==> src/rtl/globefish_pkg.sv <==
// Shared definitions for the globefish_soc memory-side blocks: arbiter
// state encoding and Wishbone data/select widths.
package globefish_pkg;

  typedef enum logic {
    IDLE = 1'b0,
    BUSY = 1'b1
  } arb_state_e;

  localparam int WB_DW   = 32;
  localparam int WB_SELW = 4;

endpackage

==> src/rtl/rr_pick.sv <==
// Combinational round-robin picker: first set bit of req searching from
// last+1 upward with wrap. LW must equal $clog2(NUM_REQ).
module rr_pick #(
  parameter int NUM_REQ = 8,
  parameter int LW      = 3
) (
  input  logic [NUM_REQ-1:0] req,
  input  logic [LW-1:0]      last,
  output logic [NUM_REQ-1:0] gnt,
  output logic               valid
);

  logic [LW-1:0] idx;

  always_comb begin
    gnt   = '0;
    valid = 1'b0;
    idx   = '0;
    for (int k = 1; k <= NUM_REQ; k++) begin
      idx = LW'((int'(last) + k) % NUM_REQ);
      if (!valid && req[idx]) begin
        gnt[idx] = 1'b1;
        valid    = 1'b1;
      end
    end
  end

endmodule

==> src/rtl/qspi_mem_arb.sv <==
// Round-robin arbiter sharing the QSPI XIP memory controller among cores.
// Optional watchdog: define QSPI_MEM_ARB_TIMEOUT_EN to enable req_err_o.
module qspi_mem_arb
  import globefish_pkg::*;
#(
  parameter int NUM_REQ     = 8,
  parameter int ADDR_W      = 24,
  parameter int TIMEOUT_CYC = 1024
) (
  input  logic                      clk_i,
  input  logic                      rst_i,
  input  logic [NUM_REQ-1:0]        en_mask_i,
  input  logic [NUM_REQ-1:0]        req_cyc_i,
  input  logic [NUM_REQ-1:0]        req_stb_i,
  input  logic [NUM_REQ-1:0]        req_we_i,
  input  logic [NUM_REQ*WB_SELW-1:0] req_sel_i,
  input  logic [NUM_REQ*ADDR_W-1:0] req_adr_i,
  input  logic [NUM_REQ*WB_DW-1:0]  req_dat_i,
  output logic [WB_DW-1:0]          req_dat_o,
  output logic [NUM_REQ-1:0]        req_ack_o,
  output logic [NUM_REQ-1:0]        req_err_o,
  output logic                      dn_cyc_o,
  output logic                      dn_stb_o,
  output logic                      dn_we_o,
  output logic [WB_SELW-1:0]        dn_sel_o,
  output logic [ADDR_W-1:0]         dn_adr_o,
  output logic [WB_DW-1:0]          dn_dat_o,
  input  logic [WB_DW-1:0]          dn_dat_i,
  input  logic                      dn_ack_i,
  output logic [NUM_REQ-1:0]        grant_o,
  output logic                      busy_o
);

  localparam int LW = (NUM_REQ > 1) ? $clog2(NUM_REQ) : 1;

  if (TIMEOUT_CYC < 2) begin : g_bad_timeout
    $error("qspi_mem_arb: TIMEOUT_CYC must be at least 2");
  end

  arb_state_e         state_q, state_d;
  logic [NUM_REQ-1:0] grant_q, grant_d;
  logic [LW-1:0]      last_q, last_d;

  logic [NUM_REQ-1:0] elig;
  logic [NUM_REQ-1:0] pick_gnt;
  logic               pick_vld;
  logic [LW-1:0]      g_idx;
  logic               busy;
  logic               tmo_hit;

  assign elig = req_cyc_i & req_stb_i & en_mask_i;
  assign busy = (state_q == BUSY);

  rr_pick #(
    .NUM_REQ (NUM_REQ),
    .LW      (LW)
  ) u_pick (
    .req   (elig),
    .last  (last_q),
    .gnt   (pick_gnt),
    .valid (pick_vld)
  );

  always_comb begin
    g_idx = '0;
    for (int i = 0; i < NUM_REQ; i++) begin
      if (grant_q[i]) g_idx = LW'(i);
    end
  end

`ifdef QSPI_MEM_ARB_TIMEOUT_EN
  localparam int CW = $clog2(TIMEOUT_CYC) + 1;

  logic [CW-1:0] cnt_q, cnt_d;

  // Held at zero while idle so every grant starts a fresh count.
  assign cnt_d   = busy ? cnt_q + 1'b1 : '0;
  assign tmo_hit = busy && (cnt_q == CW'(TIMEOUT_CYC - 1));

  always_ff @(posedge clk_i) begin
    if (rst_i) cnt_q <= '0;
    else       cnt_q <= cnt_d;
  end
`else
  assign tmo_hit = 1'b0;
`endif

  always_comb begin
    state_d = state_q;
    grant_d = grant_q;
    last_d  = last_q;
    case (state_q)
      IDLE: begin
        if (pick_vld) begin
          grant_d = pick_gnt;
          state_d = BUSY;
        end
      end
      BUSY: begin
        if (tmo_hit || dn_ack_i) begin
          last_d  = g_idx;
          grant_d = '0;
          state_d = IDLE;
        end else if (!req_cyc_i[g_idx]) begin
          grant_d = '0;
          state_d = IDLE;
        end
      end
      default: begin
        grant_d = '0;
        state_d = IDLE;
      end
    endcase
  end

  always_ff @(posedge clk_i) begin
    if (rst_i) begin
      state_q <= IDLE;
      grant_q <= '0;
      last_q  <= LW'(NUM_REQ - 1);
    end else begin
      state_q <= state_d;
      grant_q <= grant_d;
      last_q  <= last_d;
    end
  end

  // The watchdog cycle drops cyc so the controller cannot ack into an errored slot.
  always_comb begin
    dn_cyc_o  = 1'b0;
    dn_stb_o  = 1'b0;
    dn_we_o   = 1'b0;
    dn_sel_o  = '0;
    dn_adr_o  = '0;
    dn_dat_o  = '0;
    req_dat_o = '0;
    req_ack_o = '0;
    req_err_o = '0;
    if (busy) begin
      dn_cyc_o  = req_cyc_i[g_idx] & ~tmo_hit;
      dn_stb_o  = req_stb_i[g_idx] & ~tmo_hit;
      dn_we_o   = req_we_i[g_idx];
      dn_sel_o  = req_sel_i[int'(g_idx)*WB_SELW +: WB_SELW];
      dn_adr_o  = req_adr_i[int'(g_idx)*ADDR_W +: ADDR_W];
      dn_dat_o  = req_dat_i[int'(g_idx)*WB_DW +: WB_DW];
      req_dat_o = dn_dat_i;
      req_ack_o = grant_q & {NUM_REQ{dn_ack_i & ~tmo_hit & ~rst_i}};
      req_err_o = grant_q & {NUM_REQ{tmo_hit & ~rst_i}};
    end
  end

  assign grant_o = grant_q;
  assign busy_o  = busy;

endmodule

==> config.mk <==
export PLATFORM = sky130hd
export DESIGN_NAME = qspi_mem_arb
export DESIGN_NICKNAME = d
export VERILOG_FILES = /design/src/rtl/globefish_pkg.sv /design/src/rtl/rr_pick.sv /design/src/rtl/qspi_mem_arb.sv
export SDC_FILE = /design/constraint.sdc
export NUM_CORES = 1
export LEC_CHECK = 0
export BUFFER_PORTS_ARGS = -buffer_cell sky130_fd_sc_hd__buf_2
export CAP_MARGIN = 20
export CORE_AREA = 3 3 256 258
export DETAILED_ROUTE_END_ITERATION = 8
export DIE_AREA = 0 0 259 261
export SYNTH_ARGS = -nofsm -noshare
export SYNTH_HDL_FRONTEND = slang
export SYNTH_SLANG_ARGS = --single-unit
==> constraint.sdc <==
create_clock -name clk_i -period 5 [get_ports clk_i]
set_clock_uncertainty 0.15 [all_clocks]
set_input_delay 0.25 -clock clk_i [delete_from_list [all_inputs] [get_ports clk_i]]
set_output_delay 0.25 -clock clk_i [all_outputs]
set_load 0.01 [all_outputs]
-- Yosys cells after proc, flatten, opt, wreduce, memory -nomap -nowiden
Cells that the tools add are included.
- register bits after elaboration: 12
- bits of input ports: 547
- word-level logic and storage cells: 148
- $add $sub $neg: 8
- $mul: 1
- order comparisons: 17
- eq/ne operators: 2
- shift operators: 3
- mux-type cells: 77
- bitwise logic cells: 13
- reduce and logical (&&, ||, !) cells: 24
- operators with widths (kind ; number):
    variable part select 256 x 9 -> 32 bit ; 1
    variable part select 192 x 9 -> 24 bit ; 1
    two-way mux 8 bit ; 12
    two-way mux 32 bit ; 2
    OR 8 bit ; 7
    less-than comparator 3 x 4 -> 1 bit, second input constant ; 9
    two-way mux 1 bit ; 34
    binary-select mux 1 bit (select 3 bit) ; 11
    variable part select 32 x 6 -> 4 bit ; 1
    AND 8 bit ; 3
    demux 1 bit (select 3 bit) ; 8
    >= comparator 3 x 1 -> 1 bit, second input constant ; 8
    two-way mux 24 bit ; 1
    one-hot mux 8 bit (2 select lines) ; 1
    logical AND 1 bit ; 15
    adder 3 bit, second input constant ; 4
    two-way mux 3 bit ; 4
    logical NOT 1 bit ; 7
    adder 3 x 1 -> 3 bit, second input constant ; 2
    adder 3 x 2 -> 3 bit, second input constant ; 2
    multiplier 3 x 2 -> 5 bit, second input constant ; 1
    two-way mux 2 bit ; 2
    two-way mux 4 bit ; 1
    AND reduction 2 bit ; 2
    other kinds (5) ; 6

-- Longest topological paths before layout
- depth in word-level cells: 28
- depth in mapped cells: 14
- depth with buffers taken out: 9

-- Modules after synthesis
A second synthesis with hierarchy kept.
- cell total of the unflattened synthesis: 1293
- area total of the unflattened synthesis: 6782.8 µm²
- modules (own cells, without submodules) (module ; times used ; cells an instance ; area an instance (µm²) ; sequential area each (µm²)):
    qspi_mem_arb ; 1 ; 1157 ; 5616.6 ; 240.2
    rr_pick ; 1 ; 136 ; 1166.1 ; 0.0

-- Worst setup path after synthesis
Ideal clock, no wire load.
- path kind: register -> register
- start: register last_q[0]
- end: register grant_q[1] (netlist: grant_o[1])
- data arrival time: 3.253 ns
- data required time: 4.733 ns
- slack: 1.480 ns
- stages on the path, launching flop included: 13
- buffers on the path: 3
- cell sequence: dfxtp_1 inv_2 buf_1 clkbuf_1 ha_1 buf_6 clkinv_4 mux2i_1 mux4_2 or4_4 o21ai_4 nor3_1 a22o_1
- longest elaborated chain between the ends: 27
- elaborated cells on any way between the ends: 105
- ends and longest elaborated chain (what ; RTL line ; RTL):
    start, declared ; qspi_mem_arb.sv:42 ; logic [LW-1:0] last_q, last_d;
    start signal, assigned ; qspi_mem_arb.sv:120 ; last_q <= LW'(NUM_REQ - 1);
    start signal, assigned ; qspi_mem_arb.sv:124 ; last_q <= last_d;
    parallel branches: the longest is 27 deep, another holds less-than comparator 3 x 4 -> 1 bit ; -- ;
    end signal, assigned ; qspi_mem_arb.sv:123 ; grant_q <= grant_d;
    end, declared ; qspi_mem_arb.sv:41 ; logic [NUM_REQ-1:0] grant_q, grant_d;
Parallel ways; which one is timed is not known. The select of a mux whose other input is x is not followed.
A chain may end at the register's enable or synchronous reset.

-- Final worst setup path
- start: register last_q[1]
- end: register grant_q[1] (netlist: grant_o[1])
Same word-level chain as after synthesis.

==> results.cfg <==
[synth]
synth_edf_count = 0
avgSynthCellArea_um2 = 9.677
synth-async-reset-ratio_pct = 0
synth_area_leaders = mux4_2 48%, nand2_1 8.1%, a21boi_0 7.5%
synth_common_cells = 134 x nand2_1, 132 x mux4_2, 62 x a21boi_0
synth_ff_type = dfxtp_1
yosysTopAreaCell = mux4_2
ys_seq_area_share_pct = 3.879
yosysMostFrequentCell = nand2_1
yosys_warnings = 0
yosysTopAreaCellShare_pct = 48.00
yosys_register_bits = 12
synth_cells = 640
synth_area_um2 = 6193
synth_cell_types = 71

[timing]
post-route-min-period_ns = 4.052
finalSetupTns_ns = 0
slew_headroom_pct = 40.11
hold_viol = 0
final_max_slew_viol_count = 0
rsz0062_at_grt = false
whs_ns = 0.1991
setup_viol = 0
worst_pin_slew_ns = 0.8983
fin_crit_sh_pct = 81.03
fmax_mhz = 246.8

[setup_path]
path_delay_family = adder cells
cp-end-kind = register
crit_buf_inv = 2
worstSetupPathType = reg -> reg
cp.depth = 9
start_kind = register
crit_path_cell_trace = inv_2 -> ha_1 -> clkinv_4 -> mux2i_1 -> mux4_2 -> or4_4 -> o21ai_4 -> nor3_1 -> a22o_1
cp_max_fo = 26
cp_data_arrival_time_ns = 4.03
cp_slowest_cell = ha_1
slowest_delay_ns = 0.91
rr_worst_depth = 9
critPathRequiredTime_ns = 4.98

[power_and_ir_drop]
p_sw_uw = 3656
p_clk_share_pct = 2.4
switching_share_pct = 52.98
power_leakage_uw = 0.004726
pwr-share-comb_pct = 94.1
peakVddDrop_mv = 0.3425
p_seq_share_pct = 3.4
power.density_nw_per_um2 = 652.6
intPower_uw = 3244

[global_routing]
grt.overflow.total = 0
grt_pass1_wl_mm = 61.20
grt_use_total_pct = 12.50
first_global_vias = 8490
antenna_found_initial = 32
grt_max_degree = 63

[die]
fp.coreArea_um2 = 63200
die_x_um = 259
num_rows = 92
die_h_um = 261
initial_utilization_pct = 9.800
ios = 667
die_area_um2 = 67600

[placement]
port_buffers = 658
gp_congestion = 0.9155
place_area_um2 = 10460
dp_hpwl_mm = 40.14

[clock_network]
numCtsBuffers = 3
insertion_delay_ns = 0.25
root_buffer = clkbuf_16
cts_hold_buffers = 0
cts_tree = built
cts_max_level = 1
clkSinkCount = 12
clk_pin_slew_ns = 0.05
cts_setup_buffers = 0
clk_path_buf_depth = 2
cts_resized = 0

[finish]
nets = 1810
final_cell_area_um2 = 10570
final_layout_size_suffix_gt1_share_pct = 66.88
fill_cells = 7168
area_growth_pct = 70.71

[routing]
postRouteAntennaNets = 0
wirelength_mm = 45.59
via_per_inst = 4.120
drc = 0
wl_per_cell_um = 21.61
first_pass_iters = 5
vias = 8693
drt_iter0_drc = 731

[min_path]
min_path_type = in -> reg
hold_path_depth = 3

[flow_run]
maxCapViolCount = 0

[run_status]
status = finished, final reports clean
cells in the final DEF (no fill, tap or decap), drive strengths merged, types with 3 or more instances in the layout:
cell type,n
a211o,3
a21boi,63
a21oi,7
a22oi,3
and2,36
and4,3
buf,678
clkbuf,4
conb,8
dfxtp,12
diode,8
ha,6
inv,10
mux2i,10
mux4,133
nand2,134
nand3,23
nand3b,3
nand4,17
nand4b,3
nor2,17
nor2b,4
nor3,10
nor4,3
nor4b,3
o2111ai,4
o211a,3
o211ai,5
o21ai,10
o221ai,5
sequential cells by signal, indices dropped and copies added (netlist names):
signal	flops
busy_o	1
grant_o	8
last_q	3
path summary, 6_finish.rpt:
path	from	end	slack (ns)
max reg2reg	last_q[1]	grant_o[1]	0.95
min	dn_ack_i	last_q[1]	0.20
max	last_q[1]	grant_o[1]	0.95
min reg2reg	grant_o[0]	grant_o[0]	0.37
area by class of cell:
cell class	count	area [um2]	share of cell area [%]
Multi-Input combinational cell	551	5597	52.94
Timing Repair Buffer	678	3518	33.28
Tap cell	846	1059	10.01
Sequential cell	12	244.0	2.308
Clock buffer	4	88.84	0.8402
Inverter	11	46.29	0.4379
Antenna cell	8	20.02	0.1893
routing by layer:
layer / share of wire (%) / up-vias / global-route usage, % / routed length, um
met3: 11 / 94 / 4.216 / 4886
li1: - / 3785 / - / -
met5: 0.38 / - / 0 / 172
met2: 48 / 584 / 20.69 / 21750
met4: 3.5 / 24 / 3.868 / 1595
met1: 38 / 4206 / 15.31 / 17190
power groups by stage:
stage	registers (uW)	clock network [uW]	logic, uW
2_1_floorplan	163	0	4460
3_3_place_gp	242	0	6560
3_5_place_dp	244	0	6560
4_1_cts	241	172	6580
5_1_grt	250	174	7060
6_report	237	168	6490
stage by stage:
step | std cells | setup slack (ns) | total power, uW | utilization [%]
finish | 2110 | 0.9483 | 6900 | 16.73
global route | 2106 | 0.6712 | 7486 | 16.71
CTS | 2102 | 0.9553 | 6996 | 16.70
detailed placement | 2098 | 0.9682 | 6802 | 16.56
global placement | 2098 | 1.002 | 6806 | 16.56
floorplan | 647 | 1.480 | 4620 | -
cell families after synthesis:
logic type               count (synthesis)  synth area share, %
multiplexers                           145                50.67
XOR/XNOR                                 3               0.7879
AND/OR/NAND/NOR                        264                21.27
adder cells (fa/ha/maj)                  6                1.212
other                                    1              0.06055
buffers and inverters                   84                6.546
flip-flops                              12                3.879
AO/OA/AOI/OAI                          125                15.58
worst register-to-register path, cell delays in order (launching register included):
cell and delay (ns):
dfxtp_1 0.59, inv_2 0.14, ha_1 0.91, clkinv_4 0.21
mux2i_1 0.19, mux4_2 0.54, or4_4 0.63, o21ai_4 0.26
nor3_1 0.11, a22o_1 0.20
Power figures use the tool's default switching activity.
